--- src/rtl/evm_multi.sv ---
`default_nettype none
// ============================================================================
// Module   : evm_multi
// Purpose  : N-candidate electronic voting controller. Accepts one one-hot
//            vote per authorised voter, rejects multi-press votes, keeps
//            saturating per-candidate tallies with a sticky overflow flag,
//            applies per-stage idle timeouts and presents a result view
//            (readout by index, unique winner, tie, grand total) in DONE.
// Ports    : clk, rst (async, active-low)
//            power_on_i      - sync enable, low clears everything
//            voter_ready_i   - authorise one voter
//            vote_i          - one-hot button bus, bit i = candidate i+1
//            session_close_i - end polling
//            rd_idx_i        - candidate index to read out (1..NUM_CAND)
//            in_progress_o, done_o           - state decodes
//            vote_ack_o, vote_reject_o, timeout_o - registered 1-cycle pulses
//            overflow_o      - sticky tally saturation flag
//            rd_count_o, winner_idx_o, tie_o, total_o - results (DONE only)
// Revision : 1.0 - initial release
// ============================================================================
module evm_multi #(
  parameter int NUM_CAND = 4,
  parameter int WIDTH    = 8,
  parameter int IDX_W    = 4,
  parameter int TIMEOUT  = 100
) (
  input  logic                   clk,
  input  logic                   rst,
  input  logic                   power_on_i,
  input  logic                   voter_ready_i,
  input  logic [NUM_CAND-1:0]    vote_i,
  input  logic                   session_close_i,
  input  logic [IDX_W-1:0]       rd_idx_i,
  output logic                   in_progress_o,
  output logic                   done_o,
  output logic                   vote_ack_o,
  output logic                   vote_reject_o,
  output logic                   timeout_o,
  output logic                   overflow_o,
  output logic [WIDTH-1:0]       rd_count_o,
  output logic [IDX_W-1:0]       winner_idx_o,
  output logic                   tie_o,
  output logic [WIDTH+IDX_W-1:0] total_o
);

  localparam int               TOT_W       = WIDTH + IDX_W;
  localparam logic [WIDTH-1:0] c_tally_max = '1;
  // Expiry fires on the TIMEOUT-th idle edge, i.e. when the count of
  // previously elapsed idle cycles equals TIMEOUT-1.
  localparam logic [15:0]      c_timer_last = 16'(TIMEOUT - 1);

  typedef enum logic [2:0] {
    S_IDLE       = 3'd0,
    S_WAIT_VOTER = 3'd1,
    S_WAIT_VOTE  = 3'd2,
    S_COMMIT     = 3'd3,
    S_DONE       = 3'd4
  } state_t;

  state_t             state_q, state_d;
  logic [15:0]        timer_q, timer_d;
  logic [IDX_W-1:0]   idx_q, idx_d;
  logic               ack_q, ack_d;
  logic               rej_q, rej_d;
  logic               to_q, to_d;
  logic               ovf_q;
  logic [WIDTH-1:0]   tally_q [NUM_CAND];
  logic [TOT_W-1:0]   total_q;

  logic               w_commit;
  logic               w_any, w_multi;
  logic [IDX_W-1:0]   w_sel;
  logic [WIDTH-1:0]   w_cur;
  logic [WIDTH-1:0]   w_max;
  logic               w_seen, w_dup;
  logic [IDX_W-1:0]   w_lead;
  logic [WIDTH-1:0]   w_rd;
  logic               w_done;

  // Button bus decode: any press, more than one press, and the 0-based
  // index of the pressed button (meaningful only for a single press).
  always_comb begin
    w_any   = 1'b0;
    w_multi = 1'b0;
    w_sel   = '0;
    for (int i = 0; i < NUM_CAND; i++) begin
      if (vote_i[i]) begin
        if (w_any) w_multi = 1'b1;
        w_any = 1'b1;
        w_sel = IDX_W'(i);
      end
    end
  end

  // Tally currently selected by the latched index.
  always_comb begin
    w_cur = '0;
    for (int i = 0; i < NUM_CAND; i++) begin
      if (idx_q == IDX_W'(i)) w_cur = tally_q[i];
    end
  end

  always_ff @(posedge clk or negedge rst) begin
    if (!rst) begin
      state_q <= S_IDLE;
      timer_q <= '0;
      idx_q   <= '0;
      ack_q   <= 1'b0;
      rej_q   <= 1'b0;
      to_q    <= 1'b0;
    end else begin
      state_q <= state_d;
      timer_q <= timer_d;
      idx_q   <= idx_d;
      ack_q   <= ack_d;
      rej_q   <= rej_d;
      to_q    <= to_d;
    end
  end

  always_comb begin
    state_d  = state_q;
    timer_d  = timer_q;
    idx_d    = idx_q;
    ack_d    = 1'b0;
    rej_d    = 1'b0;
    to_d     = 1'b0;
    w_commit = 1'b0;
    if (!power_on_i) begin
      state_d = S_IDLE;
      timer_d = '0;
      idx_d   = '0;
    end else begin
      case (state_q)
        S_IDLE: begin
          state_d = S_WAIT_VOTER;
          timer_d = '0;
        end
        S_WAIT_VOTER: begin
          if (voter_ready_i) begin
            state_d = S_WAIT_VOTE;
            timer_d = '0;
          end else if (session_close_i) begin
            state_d = S_DONE;
          end else if (timer_q == c_timer_last) begin
            state_d = S_DONE;
            to_d    = 1'b1;
          end else begin
            timer_d = timer_q + 16'd1;
          end
        end
        S_WAIT_VOTE: begin
          if (w_any && !w_multi) begin
            idx_d   = w_sel;
            state_d = S_COMMIT;
          end else if (w_multi) begin
            rej_d   = 1'b1;
            timer_d = '0;
          end else if (timer_q == c_timer_last) begin
            state_d = S_WAIT_VOTER;
            timer_d = '0;
            to_d    = 1'b1;
          end else begin
            timer_d = timer_q + 16'd1;
          end
        end
        S_COMMIT: begin
          w_commit = 1'b1;
          ack_d    = 1'b1;
          state_d  = S_WAIT_VOTER;
          timer_d  = '0;
        end
        S_DONE: begin
          state_d = S_DONE;
        end
        default: begin
          state_d = S_IDLE;
          timer_d = '0;
        end
      endcase
    end
  end

  // Tally / total / overflow datapath. A vote against a saturated tally is
  // dropped and only sets the sticky flag, so total always equals the sum.
  always_ff @(posedge clk or negedge rst) begin
    if (!rst) begin
      for (int i = 0; i < NUM_CAND; i++) tally_q[i] <= '0;
      total_q <= '0;
      ovf_q   <= 1'b0;
    end else if (!power_on_i) begin
      for (int i = 0; i < NUM_CAND; i++) tally_q[i] <= '0;
      total_q <= '0;
      ovf_q   <= 1'b0;
    end else if (w_commit) begin
      if (w_cur == c_tally_max) begin
        ovf_q <= 1'b1;
      end else begin
        total_q <= total_q + TOT_W'(1);
        for (int i = 0; i < NUM_CAND; i++) begin
          if (idx_q == IDX_W'(i)) tally_q[i] <= tally_q[i] + WIDTH'(1);
        end
      end
    end
  end

  // Result view: maximum, uniqueness of the maximum, and indexed readout.
  always_comb begin
    w_max = '0;
    for (int i = 0; i < NUM_CAND; i++) begin
      if (tally_q[i] > w_max) w_max = tally_q[i];
    end
    w_seen = 1'b0;
    w_dup  = 1'b0;
    w_lead = '0;
    for (int i = 0; i < NUM_CAND; i++) begin
      if (tally_q[i] == w_max) begin
        if (w_seen) w_dup = 1'b1;
        w_seen = 1'b1;
        w_lead = IDX_W'(i + 1);
      end
    end
    w_rd = '0;
    for (int i = 0; i < NUM_CAND; i++) begin
      if (rd_idx_i == IDX_W'(i + 1)) w_rd = tally_q[i];
    end
  end

  assign w_done        = (state_q == S_DONE);
  assign done_o        = w_done;
  assign in_progress_o = (state_q == S_WAIT_VOTE);
  assign vote_ack_o    = ack_q;
  assign vote_reject_o = rej_q;
  assign timeout_o     = to_q;
  assign overflow_o    = ovf_q;
  assign rd_count_o    = w_done ? w_rd : '0;
  assign winner_idx_o  = (w_done && !w_dup) ? w_lead : '0;
  assign tie_o         = w_done && w_dup;
  assign total_o       = w_done ? total_q : '0;

endmodule
`default_nettype wire
--- config.mk ---
export PLATFORM = sky130hd
export DESIGN_NAME = evm_multi
export DESIGN_NICKNAME = d
export VERILOG_FILES = /design/src/rtl/evm_multi.sv
export SDC_FILE = /design/constraint.sdc
export NUM_CORES = 1
export LEC_CHECK = 0
export CORE_ASPECT_RATIO = 2
export CORE_UTILIZATION = 30
export CTS_CLUSTER_DIAMETER = 80
export DETAILED_ROUTE_END_ITERATION = 10
export HOLD_SLACK_MARGIN = 0.05
export MAX_ROUTING_LAYER = met4
export RECOVER_POWER = 25
export SLEW_MARGIN = 10
export SYNTH_ARGS = -nofsm -noshare
export SYNTH_HDL_FRONTEND = slang
export SYNTH_SLANG_ARGS = --single-unit
--- constraint.sdc ---
create_clock -name clk -period 10.6 [get_ports clk]
set_input_delay 1.06 -clock clk [delete_from_list [all_inputs] [get_ports clk]]
set_output_delay 1.06 -clock clk [all_outputs]
set_load 0.05 [all_outputs]
# ---- Word level (Yosys, flattened, before mapping)
# Cells that the tools add are included.
dict set report word_totals {
  elab_cells 158
  in_bits 13
  reg_bits 71
}
dict set report op_classes {
  n_eq_ne 33
  order_cmp 4
  n_reduce_logical 17
  add_sub_neg 6
  muxes 86
}
# cell count
set ops {}
lappend ops {{two-way mux 8 bit} 17}
lappend ops {{two-way mux 16 bit} 7}
lappend ops {{two-way mux 32 bit} 3}
lappend ops {{two-way mux 12 bit} 4}
lappend ops {{case mux 16 bit (3 select lines)} 1}
lappend ops {{two-way mux 1 bit} 36}
lappend ops {{two-way mux 4 bit} 9}
lappend ops {{adder 8 x 1 -> 8 bit (second input constant)} 4}
lappend ops {{== test 8 bit} 4}
lappend ops {{greater-than comparator 8 bit} 3}
lappend ops {{two-way mux 3 bit} 7}
lappend ops {{adder 16 x 1 -> 16 bit (second input constant)} 1}
lappend ops {{== test 16 x 7 -> 1 bit (second input constant)} 1}
lappend ops {{== test 4 x 2 -> 1 bit (second input constant)} 4}
lappend ops {{inequality test 2 x 1 -> 1 bit (second input constant)} 8}
lappend ops {{AND reduction 3 bit} 5}
lappend ops {{adder 12 x 1 -> 12 bit (second input constant)} 1}
lappend ops {{case mux 3 bit (4 select lines)} 1}
lappend ops {{== test 4 x 1 -> 1 bit (second input constant)} 2}
lappend ops {{== test 8 bit (second input constant)} 1}
lappend ops {{greater-than comparator 8 x 1 -> 1 bit (second input constant)} 1}
lappend ops {{inequality test 4 bit (second input constant)} 2}
lappend ops {{== test 3 x 2 -> 1 bit (second input constant)} 2}
lappend ops {{AND reduction 2 bit} 3}
lappend ops {{other kinds (15)} 19}

# ---- Depth between registers and ports, before layout
dict set report depth {
  ltp_word 19
  depth_mapped 35
}

# ---- Least setup slack after synthesis
# OpenSTA, ideal clock, no wires.
dict set report synth_timing {
  path_type {flip-flop to output port}
  start {reg tally_q[25] (netlist name)}
  end {out winner_idx_o[1]}
  slack_ns 2.145
  n_path_buf 6
  arrival_time_ns 7.395
  required_time_ns 9.540
  path_stages_with_launch 34
  path_cell_list {dfrtp_1 > clkbuf_1 > inv_1 > ha_1 > nand4_1 > nand2_1 > ha_1 > nor2b_1 > o211ai_1 > a21bo_2 > clkbuf_1 > nand3_1 > and2_1 > ha_1 > and4_2 > nand4_1 > o31ai_4 > or2_4 > buf_6 > buf_6 > a31oi_1 > inv_1 > ha_1 > nand4_1 > or2_2 > o21ai_0 > dlygate4sd1_1 > o21ai_0 > o311ai_0 > o2111ai_1 > or4_1 > buf_2 > xnor2_1 > nor3_1}
}
dict set report synth_between {
  elab_chain_len 19
  elab_cells_between_ends 27
}
# element line
set synth_lines {}
lappend synth_lines {{start, declared} 67} ;# logic [WIDTH-1:0] tally_q [NUM_CAND];
lappend synth_lines {{start signal, assigned by index} 201} ;# if (idx_q == IDX_W'(i)) tally_q[i] <= tally_q[i] + WIDTH'(1);
lappend synth_lines {{greater-than comparator 8 x 1 -> 1 bit} 211} ;# if (tally_q[i] > w_max) w_max = tally_q[i];
lappend synth_lines {{two-way mux 8 bit} 211}
lappend synth_lines {{greater-than comparator 8 bit} 211}
lappend synth_lines {{two-way mux 8 bit} 211}
lappend synth_lines {{greater-than comparator 8 bit} 211}
lappend synth_lines {{two-way mux 8 bit} 211}
lappend synth_lines {{greater-than comparator 8 bit} 211}
lappend synth_lines {{two-way mux 8 bit} 211}
lappend synth_lines {{(+3 left out)} -}
lappend synth_lines {{two-way mux 1 bit} 217} ;# if (tally_q[i] == w_max) begin
lappend synth_lines {{two-way mux 1 bit} 218} ;# if (w_seen) w_dup = 1'b1;
lappend synth_lines {{two-way mux 1 bit} 217}
lappend synth_lines {{two-way mux 1 bit} 218}
lappend synth_lines {{two-way mux 1 bit} 217}
lappend synth_lines {{logical NOT 1 bit} 237} ;# assign winner_idx_o = (w_done && !w_dup) ? w_lead : '0;
lappend synth_lines {{logical AND 1 bit} 237}
lappend synth_lines {{two-way mux 4 bit (*)} 237}
lappend synth_lines {{end, declared} 41} ;# output logic [IDX_W-1:0] winner_idx_o,
# Every way passes the cells marked *; elsewhere a longest branch is shown, timed or not.

# ---- Worst setup path in the final report
dict set report layout_timing {
  start {reg tally_q[25] (netlist name)}
  end {out tie_o}
}
dict set report layout_between {
  elab_chain_len 17
  elab_cells_between_ends 22
}
# element line
set layout_lines {}
lappend layout_lines {{greater-than comparator 8 x 1 -> 1 bit} 211}
lappend layout_lines {{two-way mux 8 bit} 211}
lappend layout_lines {{greater-than comparator 8 bit} 211}
lappend layout_lines {{two-way mux 8 bit} 211}
lappend layout_lines {{greater-than comparator 8 bit} 211}
lappend layout_lines {{two-way mux 8 bit} 211}
lappend layout_lines {{greater-than comparator 8 bit} 211}
lappend layout_lines {{two-way mux 8 bit} 211}
lappend layout_lines {{== test 8 bit} 217}
lappend layout_lines {{two-way mux 1 bit} 217}
lappend layout_lines {{two-way mux 1 bit} 218}
lappend layout_lines {{two-way mux 1 bit} 217}
lappend layout_lines {{two-way mux 1 bit} 218}
lappend layout_lines {{two-way mux 1 bit} 217}
lappend layout_lines {{two-way mux 1 bit} 218}
lappend layout_lines {{two-way mux 1 bit (*)} 217}
lappend layout_lines {{logical AND 1 bit (*)} 238} ;# assign tie_o = w_done && w_dup;
lappend layout_lines {{end, declared} 42} ;# output logic tie_o,
# Marks and branches as above.

==> impl_metrics.json <==
{
  "status": "complete, but fails checks",
  "violations": "max-capacitance violations, max-slew violations",
  "synthAdderAreaFrac_pct": 6.57,
  "via_per_inst": 5.62,
  "synthCells": 762,
  "drive_gt1_share_pct": 6.61,
  "path_clk_slew_ps": 60,
  "arrival_ps": 8760,
  "cap_violations": 1,
  "synth_top_family_by_area": "simple AND/OR/NAND/NOR gates",
  "via_count": 5806,
  "crit_buf_inv": 4,
  "min_path_type": "reg2reg",
  "worst_slew_pin_slew_ps": 3810,
  "io_buffer_count": 42,
  "setup_violations": 0,
  "rsz0062_at_grt": "false",
  "synth_edf_count": 0,
  "cts_tree": "done",
  "synth_compound_area_share_pct": 17.8,
  "cts_resized": 0,
  "hold_buffers": 0,
  "seqCellArea_sq_mm": 0.00173,
  "cts_setup_buffers": 0,
  "synth-seq-cells": 69,
  "grt_pass1_wl_um": 32200,
  "cpMaxStageDelayCell": "clkdlybuf4s50_1",
  "clockRootBuffer": "clkbuf_16",
  "drcViolationCount": 0,
  "grt_max_degree": 70,
  "htree_levels": 3,
  "grt_use_total_pct": 21.2,
  "ant_nets": 0,
  "crit_fanout": 10,
  "yosys.area_share.simple_pct": 28.1,
  "die_x_um": 103,
  "initial_core_util_pct": 30.5,
  "required_ps": 9540,
  "layout.cells.non_filler": 1034,
  "synth_most_common_cell": "dfrtp_1",
  "async_reset_ff_share_pct": 100,
  "syn-cell-area_sq_mm": 0.00608,
  "synth_xor_area_share_pct": 10.7,
  "drv_slew": 70,
  "drt_iter0_drc": 365,
  "num_rows": 73,
  "cts_sinks": 69,
  "drt-wirelength-per-cell_um": 19.9,
  "dp_hpwl_um": 15800,
  "ys.flop_type": "dfrtp_1",
  "finalHoldViolCount": 0,
  "place_ws_ps": 1270,
  "cts_inserted_buffers": 9,
  "clkLatencyLatePin_ps": 340,
  "critPathTopFamily": "compound AO/OA/AOI/OAI gates",
  "grt_pass1_vias": 5950,
  "nets": 811,
  "ys_types": 71,
  "coreArea_sq_mm": 0.0199,
  "finalPower_mw": 0.644,
  "num-fill-cells": 2185,
  "crit_top_cell": "ha_1",
  "seq_area_frac_synth_pct": 28.4,
  "fin_ws_ps": 779,
  "antenna_cells": 0,
  "min_period_ps": 9820,
  "synthTopCellsByArea": "dfrtp_1 (28%), xnor2_1 (7.5%), ha_1 (6.4%)",
  "slew_headroom_pct": -154,
  "path_class": "reg2out",
  "slowest_delay_ps": 800,
  "yosysWarningCount": 0,
  "max-vdd-ir-drop_mv": 0.125,
  "grt_remaining_overflow": 0,
  "leakage_nw": 2.85,
  "gp_congestion": 0.986,
  "io_pins": 44,
  "p_per_area_mw_per_mm2": 93.5,
  "die_area_sq_mm": 0.0209,
  "fp.dieH_um": 203,
  "synth_mux_area_share_pct": 1.40,
  "cp-end-kind": "output pin",
  "fmax_mhz": 102,
  "skew_ps": 9.66,
  "final.setup.tns_ps": 0,
  "fin_crit_sh_pct": 92.7,
  "placedCellCount": 1018,
  "yosys-top-cells-count": "dfrtp_1 (69), nand2_1 (68), xnor2_1 (52), nor2_1 (45), clkbuf_1 (44)",
  "synth_top_area_share_pct": 28.4,
  "cts_buffer_depth": 2,
  "dr.pass1.iters": 5,
  "yosysTopAreaCell": "dfrtp_1",
  "final_cell_area_sq_mm": 0.00689,
  "area_delta_synth_final_pct": 13.4,
  "start_kind": "flip-flop",
  "multi_input_area_sq_mm": 0.00394,
  "placed_cell_area_sq_mm": 0.00661,
  "syn_nets": 806,
  "antenna_found_initial": 0,
  "avgSynthCellArea_sq_um": 7.98,
  "routed_wirelength_um": 20500
}
==> area by class of cell <==
type	instances	share of cell area [%]
Multi-Input combinational cell	598	57.1
Timing Repair Buffer	51	6.99
Tap cell	262	4.75
Sequential cell	69	25.0
Clock inverter	6	0.708
Clock buffer	10	3.32
Inverter	38	2.07
==> sequential cells by signal (all words and copies together) (netlist names) <==
register,count
tally_q,32
state_q,3
timer_q,16
vote_ack_o,1
vote_reject_o,1
idx_q,2
overflow_o,1
total_q,12
timeout_o,1
==> cell families after synthesis <==
| logic type | Yosys count |
|---|---|
| AND/OR/NAND/NOR | 323 |
| AO/OA/AOI/OAI | 160 |
| buffers and inverters | 95 |
| XOR/XNOR | 74 |
| flip-flops | 69 |
| adder cells (fa/ha/maj) | 32 |
| multiplexers | 8 |
| other | 1 |
==> report_power, final <==
group,switching (mW),internal (mW),total (mW)
clock,0.121,0.160,0.281
sequential,0.00499,0.266,0.271
combinational,0.0609,0.0311,0.0920
total,0.187,0.457,0.644
==> worst paths after layout <==
| check | startpoint | to | slack (ps) | depth (start not counted) |
|---|---|---|---|---|
| setup reg to reg | tally_q[13]$_DFFE_PN0P_ | tally_q[22]$_DFFE_PN0P_ | 7310 | 10 |
| max in group asynchronous | rst | tally_q[3]$_DFFE_PN0P_ | 6380 | 1 |
| hold / removal | timer_q[6]$_DFFE_PN0P_ | timer_q[6]$_DFFE_PN0P_ | 490 | 1 |
| setup / recovery | tally_q[25]$_DFFE_PN0P_ | tie_o | 780 | 30 |
| min in group asynchronous | rst | tally_q[10]$_DFFE_PN0P_ | 2030 | 1 |
| hold reg to reg | timer_q[6]$_DFFE_PN0P_ | timer_q[6]$_DFFE_PN0P_ | 490 | 1 |
==> metal layers <==
metal	GRT usage, %	up-vias	part of all wire, %
met5	-	-	0
met4	18.0	0	9.2
met3	2.16	107	3.1
met2	38.2	194	55
met1	19.2	2794	33
li1	-	2711	-
==> metrics by stage <==
step / utilization (%) / hold slack, ps
final: 34.6 / 490
after floorplan: - / 452
after detailed placement: 33.2 / 476
after CTS: 34.6 / 486
after global routing: 34.6 / 500
after global placement: 33.2 / 469
==> placed cells by master (no fill, tap or decap), types with 6 or more instances in the layout <==
cell	n
a21oi_1	21
a22o_1	11
a22oi_1	12
a31oi_1	14
and2_1	42
and3_1	27
buf_4	9
clkbuf_16	9
clkdlybuf4s50_1	41
dfrtp_1	69
ha_1	31
inv_1	37
nand2_1	68
nand2b_1	8
nand3_1	34
nand4_1	25
nor2_1	45
nor2b_1	14
nor3_1	23
nor4_1	13
o211ai_1	11
o21ai_0	42
o22ai_1	7
o31ai_1	6
xnor2_1	52
xor2_1	22
(Power assumes the default switching activity.)
